**src/rtl/block_spi_master_if.sv**
```systemverilog
// Word stream into the SPI master: tx words in with valid/ready/last, received words out.
// The block is the slave of this stream; the feeding logic uses the master modport.
interface block_spi_master_if #(
  parameter int DATA_WIDTH = 8
);
  logic [DATA_WIDTH-1:0] tx_data;
  logic                  tx_valid;
  logic                  tx_last;
  logic                  tx_ready;
  logic [DATA_WIDTH-1:0] rx_data;
  logic                  rx_valid;

  modport master (
    output tx_data,
    output tx_valid,
    output tx_last,
    input  tx_ready,
    input  rx_data,
    input  rx_valid
  );

  modport slave (
    input  tx_data,
    input  tx_valid,
    input  tx_last,
    output tx_ready,
    output rx_data,
    output rx_valid
  );
endinterface

```
**src/rtl/block_spi_master.sv**
```systemverilog
// Mode-0 SPI master (CPOL=0, CPHA=0, MSB first) fed from a valid/ready word stream.
// SS is held low across a burst until a word tagged last has finished.
module block_spi_master #(
  parameter int DATA_WIDTH = 8,
  parameter int CLK_DIV    = 4
) (
  input  logic              clk,
  input  logic              rst,
  block_spi_master_if.slave stream,
  output logic              busy,
  output logic              SPI_SCK,
  output logic              SPI_SS,
  output logic              SPI_MOSI,
  input  logic              SPI_MISO
);
  localparam int CW = $clog2(CLK_DIV + 1);
  localparam int BW = (DATA_WIDTH > 1) ? $clog2(DATA_WIDTH) : 1;
  localparam logic [CW-1:0] DIV_LAST = CW'(CLK_DIV - 1);
  localparam logic [BW-1:0] BIT_LAST = BW'(DATA_WIDTH - 1);

  localparam logic [2:0] IDLE  = 3'd0;
  localparam logic [2:0] LO    = 3'd1;
  localparam logic [2:0] HI    = 3'd2;
  localparam logic [2:0] WAIT  = 3'd3;
  localparam logic [2:0] TRAIL = 3'd4;
  localparam logic [2:0] GAP   = 3'd5;

  logic [2:0]            state_reg, state_next;
  logic [CW-1:0]         div_cnt_reg, div_cnt_next;
  logic [BW-1:0]         bit_cnt_reg, bit_cnt_next;
  logic [DATA_WIDTH-1:0] tx_shift_reg, tx_shift_next;
  logic [DATA_WIDTH-1:0] rx_shift_reg, rx_shift_next;
  logic [DATA_WIDTH-1:0] rx_data_reg, rx_data_next;
  logic                  last_reg, last_next;
  logic                  rx_valid_reg, rx_valid_next;
  logic                  sck_reg, sck_next;
  logic                  ss_reg, ss_next;

  logic [DATA_WIDTH-1:0] tx_shifted;
  logic [DATA_WIDTH-1:0] rx_shifted;
  logic                  tx_ready;
  logic                  accept;
  logic                  div_done;

  // One-bit-advanced copies of both shift registers; MISO enters at the LSB.
  assign tx_shifted[0] = 1'b0;
  assign rx_shifted[0] = SPI_MISO;
  genvar gi;
  generate
    for (gi = 1; gi < DATA_WIDTH; gi++) begin : g_shift
      assign tx_shifted[gi] = tx_shift_reg[gi-1];
      assign rx_shifted[gi] = rx_shift_reg[gi-1];
    end
  endgenerate

  assign tx_ready = ((state_reg == IDLE) || (state_reg == WAIT)) && !rst;
  assign accept   = stream.tx_valid && tx_ready;
  assign div_done = (div_cnt_reg == DIV_LAST);

  always_comb begin
    state_next    = state_reg;
    div_cnt_next  = div_cnt_reg;
    bit_cnt_next  = bit_cnt_reg;
    tx_shift_next = tx_shift_reg;
    rx_shift_next = rx_shift_reg;
    rx_data_next  = rx_data_reg;
    last_next     = last_reg;
    rx_valid_next = 1'b0;
    sck_next      = sck_reg;
    ss_next       = ss_reg;

    case (state_reg)
      IDLE, WAIT: begin
        if (accept) begin
          tx_shift_next = stream.tx_data;
          last_next     = stream.tx_last;
          ss_next       = 1'b0;
          div_cnt_next  = '0;
          bit_cnt_next  = '0;
          state_next    = LO;
        end
      end
      LO: begin
        if (div_done) begin
          div_cnt_next  = '0;
          sck_next      = 1'b1;
          rx_shift_next = rx_shifted;
          state_next    = HI;
        end else begin
          div_cnt_next = div_cnt_reg + 1'b1;
        end
      end
      HI: begin
        if (div_done) begin
          div_cnt_next = '0;
          sck_next     = 1'b0;
          if (bit_cnt_reg == BIT_LAST) begin
            // MOSI keeps the final bit through WAIT/TRAIL/GAP.
            rx_data_next  = rx_shift_reg;
            rx_valid_next = 1'b1;
            state_next    = last_reg ? TRAIL : WAIT;
          end else begin
            bit_cnt_next  = bit_cnt_reg + 1'b1;
            tx_shift_next = tx_shifted;
            state_next    = LO;
          end
        end else begin
          div_cnt_next = div_cnt_reg + 1'b1;
        end
      end
      TRAIL: begin
        if (div_done) begin
          div_cnt_next = '0;
          ss_next      = 1'b1;
          state_next   = GAP;
        end else begin
          div_cnt_next = div_cnt_reg + 1'b1;
        end
      end
      GAP: begin
        if (div_done) begin
          div_cnt_next = '0;
          state_next   = IDLE;
        end else begin
          div_cnt_next = div_cnt_reg + 1'b1;
        end
      end
      default: begin
        state_next = IDLE;
      end
    endcase
  end

  always_ff @(posedge clk) begin
    if (rst) begin
      state_reg    <= IDLE;
      div_cnt_reg  <= '0;
      bit_cnt_reg  <= '0;
      tx_shift_reg <= '0;
      rx_shift_reg <= '0;
      rx_data_reg  <= '0;
      last_reg     <= 1'b0;
      rx_valid_reg <= 1'b0;
      sck_reg      <= 1'b0;
      ss_reg       <= 1'b1;
    end else begin
      state_reg    <= state_next;
      div_cnt_reg  <= div_cnt_next;
      bit_cnt_reg  <= bit_cnt_next;
      tx_shift_reg <= tx_shift_next;
      rx_shift_reg <= rx_shift_next;
      rx_data_reg  <= rx_data_next;
      last_reg     <= last_next;
      rx_valid_reg <= rx_valid_next;
      sck_reg      <= sck_next;
      ss_reg       <= ss_next;
    end
  end

  // MOSI comes straight from the shift register MSB, so it is glitch-free.
  assign SPI_MOSI        = tx_shift_reg[DATA_WIDTH-1];
  assign SPI_SCK         = sck_reg;
  assign SPI_SS          = ss_reg;
  assign busy            = (state_reg != IDLE);
  assign stream.tx_ready = tx_ready;
  assign stream.rx_data  = rx_data_reg;
  assign stream.rx_valid = rx_valid_reg;
endmodule

```
**src/flat_wrapper.sv**
```systemverilog
// flat-port wrapper written by rule: the top's interface ports become plain ports
module block_spi_master_flat 
#(
  parameter int DATA_WIDTH = 8,
  parameter int CLK_DIV    = 4
)
  (clk, rst, busy, SPI_SCK, SPI_SS, SPI_MOSI, SPI_MISO, stream_tx_data, stream_tx_valid, stream_tx_last, stream_tx_ready, stream_rx_data, stream_rx_valid);
  block_spi_master_if #(.DATA_WIDTH(DATA_WIDTH)) stream_i ();
  input  logic clk;
  input  logic rst;
  output logic busy;
  output logic SPI_SCK;
  output logic SPI_SS;
  output logic SPI_MOSI;
  input  logic SPI_MISO;
  input wire logic [$bits(stream_i.tx_data)-1:0] stream_tx_data;
  input wire logic [$bits(stream_i.tx_valid)-1:0] stream_tx_valid;
  input wire logic [$bits(stream_i.tx_last)-1:0] stream_tx_last;
  output wire logic [$bits(stream_i.tx_ready)-1:0] stream_tx_ready;
  output wire logic [$bits(stream_i.rx_data)-1:0] stream_rx_data;
  output wire logic [$bits(stream_i.rx_valid)-1:0] stream_rx_valid;
  assign stream_i.tx_data = stream_tx_data;
  assign stream_i.tx_valid = stream_tx_valid;
  assign stream_i.tx_last = stream_tx_last;
  assign stream_tx_ready = stream_i.tx_ready;
  assign stream_rx_data = stream_i.rx_data;
  assign stream_rx_valid = stream_i.rx_valid;
  block_spi_master #(.DATA_WIDTH(DATA_WIDTH), .CLK_DIV(CLK_DIV)) u_core (.clk(clk), .rst(rst), .stream(stream_i), .busy(busy), .SPI_SCK(SPI_SCK), .SPI_SS(SPI_SS), .SPI_MOSI(SPI_MOSI), .SPI_MISO(SPI_MISO));
endmodule
```
**config.mk**
```make
export PLATFORM = sky130hd
export DESIGN_NAME = block_spi_master_flat
export DESIGN_NICKNAME = d
export VERILOG_FILES = /design/src/rtl/block_spi_master_if.sv /design/src/rtl/block_spi_master.sv /design/src/flat_wrapper.sv
export SDC_FILE = /design/constraint.sdc
export NUM_CORES = 1
export LEC_CHECK = 0
export ABC_AREA = 1
export CAP_MARGIN = 20
export CORE_MARGIN = 2
export CORE_UTILIZATION = 50
export DETAILED_ROUTE_END_ITERATION = 10
export PLACE_DENSITY = 0.78
export SYNTH_ARGS = -nofsm -noshare
export SYNTH_HDL_FRONTEND = slang
export SYNTH_SLANG_ARGS = --single-unit
export TNS_END_PERCENT = 30
```
**constraint.sdc**
```tcl
create_clock -name clk -period 3 [get_ports clk]
set_clock_uncertainty 0.05 [all_clocks]
set_input_delay 0.6 -clock clk [delete_from_list [all_inputs] [get_ports clk]]
set_output_delay 0.6 -clock clk [all_outputs]
set_load 0.01 [all_outputs]
```
# After elaboration in Yosys (flattened, before gate mapping)

Index checks and enable logic that the tools add are counted.

Bits in registers: 37
Output and inout port bits: 14
Logic and storage cells: 72

$add $sub $neg: 2
Equality and inequality tests: 13
Muxes and demuxes: 24
Bitwise gates (word level): 2
Reduce and logical (&&, ||, !) cells: 21

Operator list:

| kind                                                   | count |
|---|---|
| 2-to-1 mux 3 bit                                       | 11 |
| 2-to-1 mux 8 bit                                       | 3 |
| case mux 8 bit (2 select lines)                        | 1 |
| case mux 3 bit (5 select lines)                        | 1 |
| case mux 3 bit (2 select lines)                        | 2 |
| inequality test 2 x 1 -> 1 bit (second input constant) | 5 |
| == test 3 x 2 -> 1 bit (second input constant)         | 3 |
| == test 3 bit (second input constant)                  | 3 |
| AND reduction 3 bit                                    | 3 |
| nonzero test 2 bit                                     | 4 |
| adder 3 x 1 -> 3 bit (second input constant)           | 2 |
| AND reduction 2 bit                                    | 3 |
| AND reduction 5 bit                                    | 1 |
| 2-to-1 mux 1 bit                                       | 4 |
| case mux 1 bit (2 select lines)                        | 2 |
| AND reduction 4 bit                                    | 1 |
| OR reduction 4 bit                                     | 1 |
| == test 3 x 1 -> 1 bit (second input constant)         | 1 |
| zero test 3 bit                                        | 1 |
| nonzero test 3 bit                                     | 1 |
| OR reduction 3 bit                                     | 1 |
| logical AND 1 bit                                      | 2 |
| inequality test 2 bit (second input constant)          | 1 |
| NOT 1 bit                                              | 2 |
| 3 further kinds                                        | 3 |

# Depth between registers and ports, before layout

Depth after elaboration: 6
Gate-level depth with buffers: 10

# Worst setup path before layout

Ideal clock, no wire load.

Path kind: register to output
Start: register u_core.state_reg[1]
End: output port stream_tx_ready
Arrival: 0.846 ns
Slack: 1.504 ns
Cell stages (with the launch flop): 4
Buffers on the path: 0
Cell sequence: dfxtp_1 > nor2_1 > nand2_2 > a21oi_1

Word-level cells in the longest chain between the ends: 3

RTL lines:

| item                                                             | line                    | text |
|---|---|---|
| start: declaration                                               | block_spi_master.sv:28  | `logic [2:0] state_reg, state_next;` |
| start signal: assignment                                         | block_spi_master.sv:147 | `state_reg <= state_next;` |
| == test 3 x 2 -> 1 bit / zero test 3 bit (equally long branches) | block_spi_master.sv:56  | `assign tx_ready = ((state_reg == IDLE) \|\| (state_reg == WAIT)) && !rst;` |
| logical OR 1 bit *                                               | block_spi_master.sv:56  |  |
| logical AND 1 bit *                                              | block_spi_master.sv:56  |  |
| end: declaration                                                 | flat_wrapper.sv:19      | `output wire logic [$bits(stream_i.tx_ready)-1:0] stream_tx_ready;` |

Mark *: on every way between the ends. The rest lies on a longest branch, timed or not.

# Final worst setup path

Start: input port rst
End: output port stream_tx_ready

Word-level cells in the longest chain between the ends: 2

RTL lines:

| item               | line                   | text |
|---|---|---|
| start: declaration | flat_wrapper.sv:10     | `input logic rst;` |
| zero test 1 bit    | block_spi_master.sv:56 |  |
| logical AND 1 bit  | block_spi_master.sv:56 |  |

No other way between the ends.

==> results.py <==
metrics = {
    "status": {
        "outcome": "finished clean",
    },
    "layout": {
        "final_cell_mix": "62 x nor2_1, 53 x nand2_1, 37 x dfxtp_1",
        "layout.cells.most_common": "nor2_1",
        "final_layout_size_suffix_gt1_frac": 0.0830,
        "n_antenna_cell": 0,
        "area_grow_syn2layout_pct": 21.2,
        "count_of_placed_standard_cells_in_the_final_layout_fillers_left_out": 323,
        "fin_util": 0.622,
        "filler_cell_count": 331,
        "fin_nets": 292,
    },
    "worst_setup_path": {
        "worst-r2r-setup-slack_ps": 1280,
        "worstSetupEndpointType": "primary output",
        "critical_path_class": "input port to primary output",
        "cp_max_fo": 2,
        "arrival_ps": 1840,
        "critical_path.startpoint_type": "input port",
        "crit_required_ps": 2350,
    },
    "pwr": {
        "max-vdd-ir-drop_mv": 0.540,
        "pwr_density_cell_nw_per_um2": 923,
        "p_leak_nw": 0.946,
    },
    "placed_design": {
        "hpwlAfterDp_um": 2370,
        "routability_congestion_estimate_from_global_placement": 0.830,
        "place.detailed.instances": 315,
        "buffers_added_on_ports": 26,
    },
    "sta": {
        "rsz0062_at_grt": "no",
        "maxSlewHeadroom": 0.762,
        "setup_tns_ps": 0,
        "fin_worst_hold_slack_ps": 418,
        "timing_max_transition_violations_final": 0,
        "finalSetupViolCount": 0,
        "final_hold_viol_count": 0,
        "worstMarginPinSlew_ps": 356,
        "final.min_clock_period_ps": 2490,
        "fmaxAchievable_mhz": 402,
        "fin_crit_sh": 0.829,
    },
    "routing": {
        "drt-pass1-iter-count": 5,
        "drt-total-wl_um": 3320,
        "iter_0_drt_violations": 77,
        "detail_route.wl_per_cell_um": 10.3,
        "drt-vias-per-instance": 4.79,
        "detailroute.via_count": 1546,
        "drc_errors": 0,
        "detail-route-antenna-nets": 0,
    },
    "clock_network": {
        "cts_buffers": 5,
        "cts.reportedPaths.clkPinSlew_ps": 110,
        "cts_resized": 0,
        "clkSinkCount": 37,
        "ctsLongestPathBuffers": 2,
        "maximum_level_of_the_cts_h_tree": 2,
        "clock_tree.root_cell": "clkbuf_4",
        "cts_hold_buffers": 0,
        "post_cts_buffers": 0,
        "worst_skew_pair.late_latency_ps": 350,
        "cts_tree": "done",
    },
    "flow_run": {
        "max-cap-violations": 0,
    },
    "grt": {
        "grt_start_max_net_pins": 23,
        "number_of_antenna_violations_at_the_first_check_in_global_routing": 0,
        "grt_usage": 0.195,
        "global_route_wire_length_before_repair_um": 5370,
        "overflow": 0,
        "grt_pass1_vias": 1297,
    },
    "floorplanning": {
        "die_area_um2": 3850,
        "die-width_um": 62.1,
        "initial_core_util": 0.514,
        "core.rowCount": 21,
        "io_pins": 27,
        "core_area_um2": 3280,
        "die_height_um": 62.1,
    },
    "logic_synthesis": {
        "seq_area_frac_synth": 0.439,
        "synth.cell_area_um2": 1690,
        "post_synthesis_register_bit_count": 37,
        "syn_nets": 262,
        "post_synth_num_cell_types": 21,
        "post_synth.cell_area_avg_um2": 6.86,
        "cells_after_synth": 246,
        "synthesis.yosys.warnings": 0,
    },
    "worst_hold_path": {
        "hold_class": "register to register",
    },
}
## Yosys cell counts
library cell | count | area [um2]
inv_2 | 4 | 15.0
o21ai_1 | 3 | 15.0
nand3_1 | 9 | 45.0
nand4_1 | 3 | 18.8
ha_1 | 3 | 37.5
nand2_2 | 3 | 18.8
dfxtp_1 | 37 | 741
nand3b_1 | 1 | 7.51
nor2_2 | 2 | 12.5
clkbuf_1 | 4 | 15.0
nand3_4 | 1 | 17.5
nand3_2 | 1 | 10.0
nand2_1 | 53 | 199
buf_6 | 1 | 11.3
clkinv_1 | 1 | 3.75
nor2_4 | 2 | 22.5
o21ai_0 | 27 | 135
a21oi_1 | 6 | 30.0
o21ai_4 | 1 | 16.3
nor2_1 | 62 | 233
inv_1 | 22 | 82.6
## metrics by stage
stage / worst slack (ps) / cell area [um2] / total power, W
2_1_floorplan: 1500 / 1690 / 0.00145
3_5_place_dp: 494 / 1990 / 0.00164
3_3_place_gp: 563 / 1990 / 0.00162
4_1_cts: 494 / 2040 / 0.00190
6_report: 512 / 2040 / 0.00189
5_1_grt: 454 / 2040 / 0.00207
## where the power goes
group / switching, W / total, W / internal (W)
combinational: 0.000611 / 0.000961 / 0.000350
sequential: 0.0000632 / 0.000668 / 0.000605
clock: 0.000169 / 0.000258 / 0.0000892
total: 0.000843 / 0.00189 / 0.00104
## cells by family after synthesis
logic type,share of synthesized area
adder cells (fa/ha/maj),0.0223
flip-flops,0.439
buffers and inverters,0.0757
AND/OR/NAND/NOR,0.346
AO/OA/AOI/OAI,0.116
## worst max-delay path: stages
cell	delay, ps
clkdlybuf4s50_1	460
a21oi_1	200
clkdlybuf4s50_1	580
## layer usage
| layer | track usage | share of wire | up-vias |
|---|---|---|---|
| li1 | - | - | 831 |
| met1 | 0.235 | 0.49 | 684 |
| met2 | 0.310 | 0.46 | 26 |
| met3 | 0.0497 | 0.040 | 5 |
| met4 | 0.119 | 0.017 | 0 |
| met5 | 0 | 0 | - |
## area by class of cell
| type | instances | area [um2] | area share |
|---|---|---|---|
| well taps | 46 | 57.6 | 0.0282 |
| clock buffers | 6 | 41.3 | 0.0202 |
| flip-flops and latches | 37 | 741 | 0.362 |
| inverters | 27 | 101 | 0.0496 |
| clock inverters | 2 | 10.0 | 0.00490 |
| multi-input cells | 177 | 818 | 0.400 |
| repair buffers | 28 | 275 | 0.135 |
## path summary, 6_finish.rpt
kind / depth (start not counted) / start / end
worst max-delay path: 3 / rst / stream_tx_ready
worst min-delay path: 2 / u_core.SPI_SS / u_core.SPI_SS
worst min register to register: 2 / u_core.SPI_SS / u_core.SPI_SS
worst max register to register: 8 / u_core.div_cnt_reg[0] / u_core.stream.rx_data[6]
(Power assumes the default switching activity.)
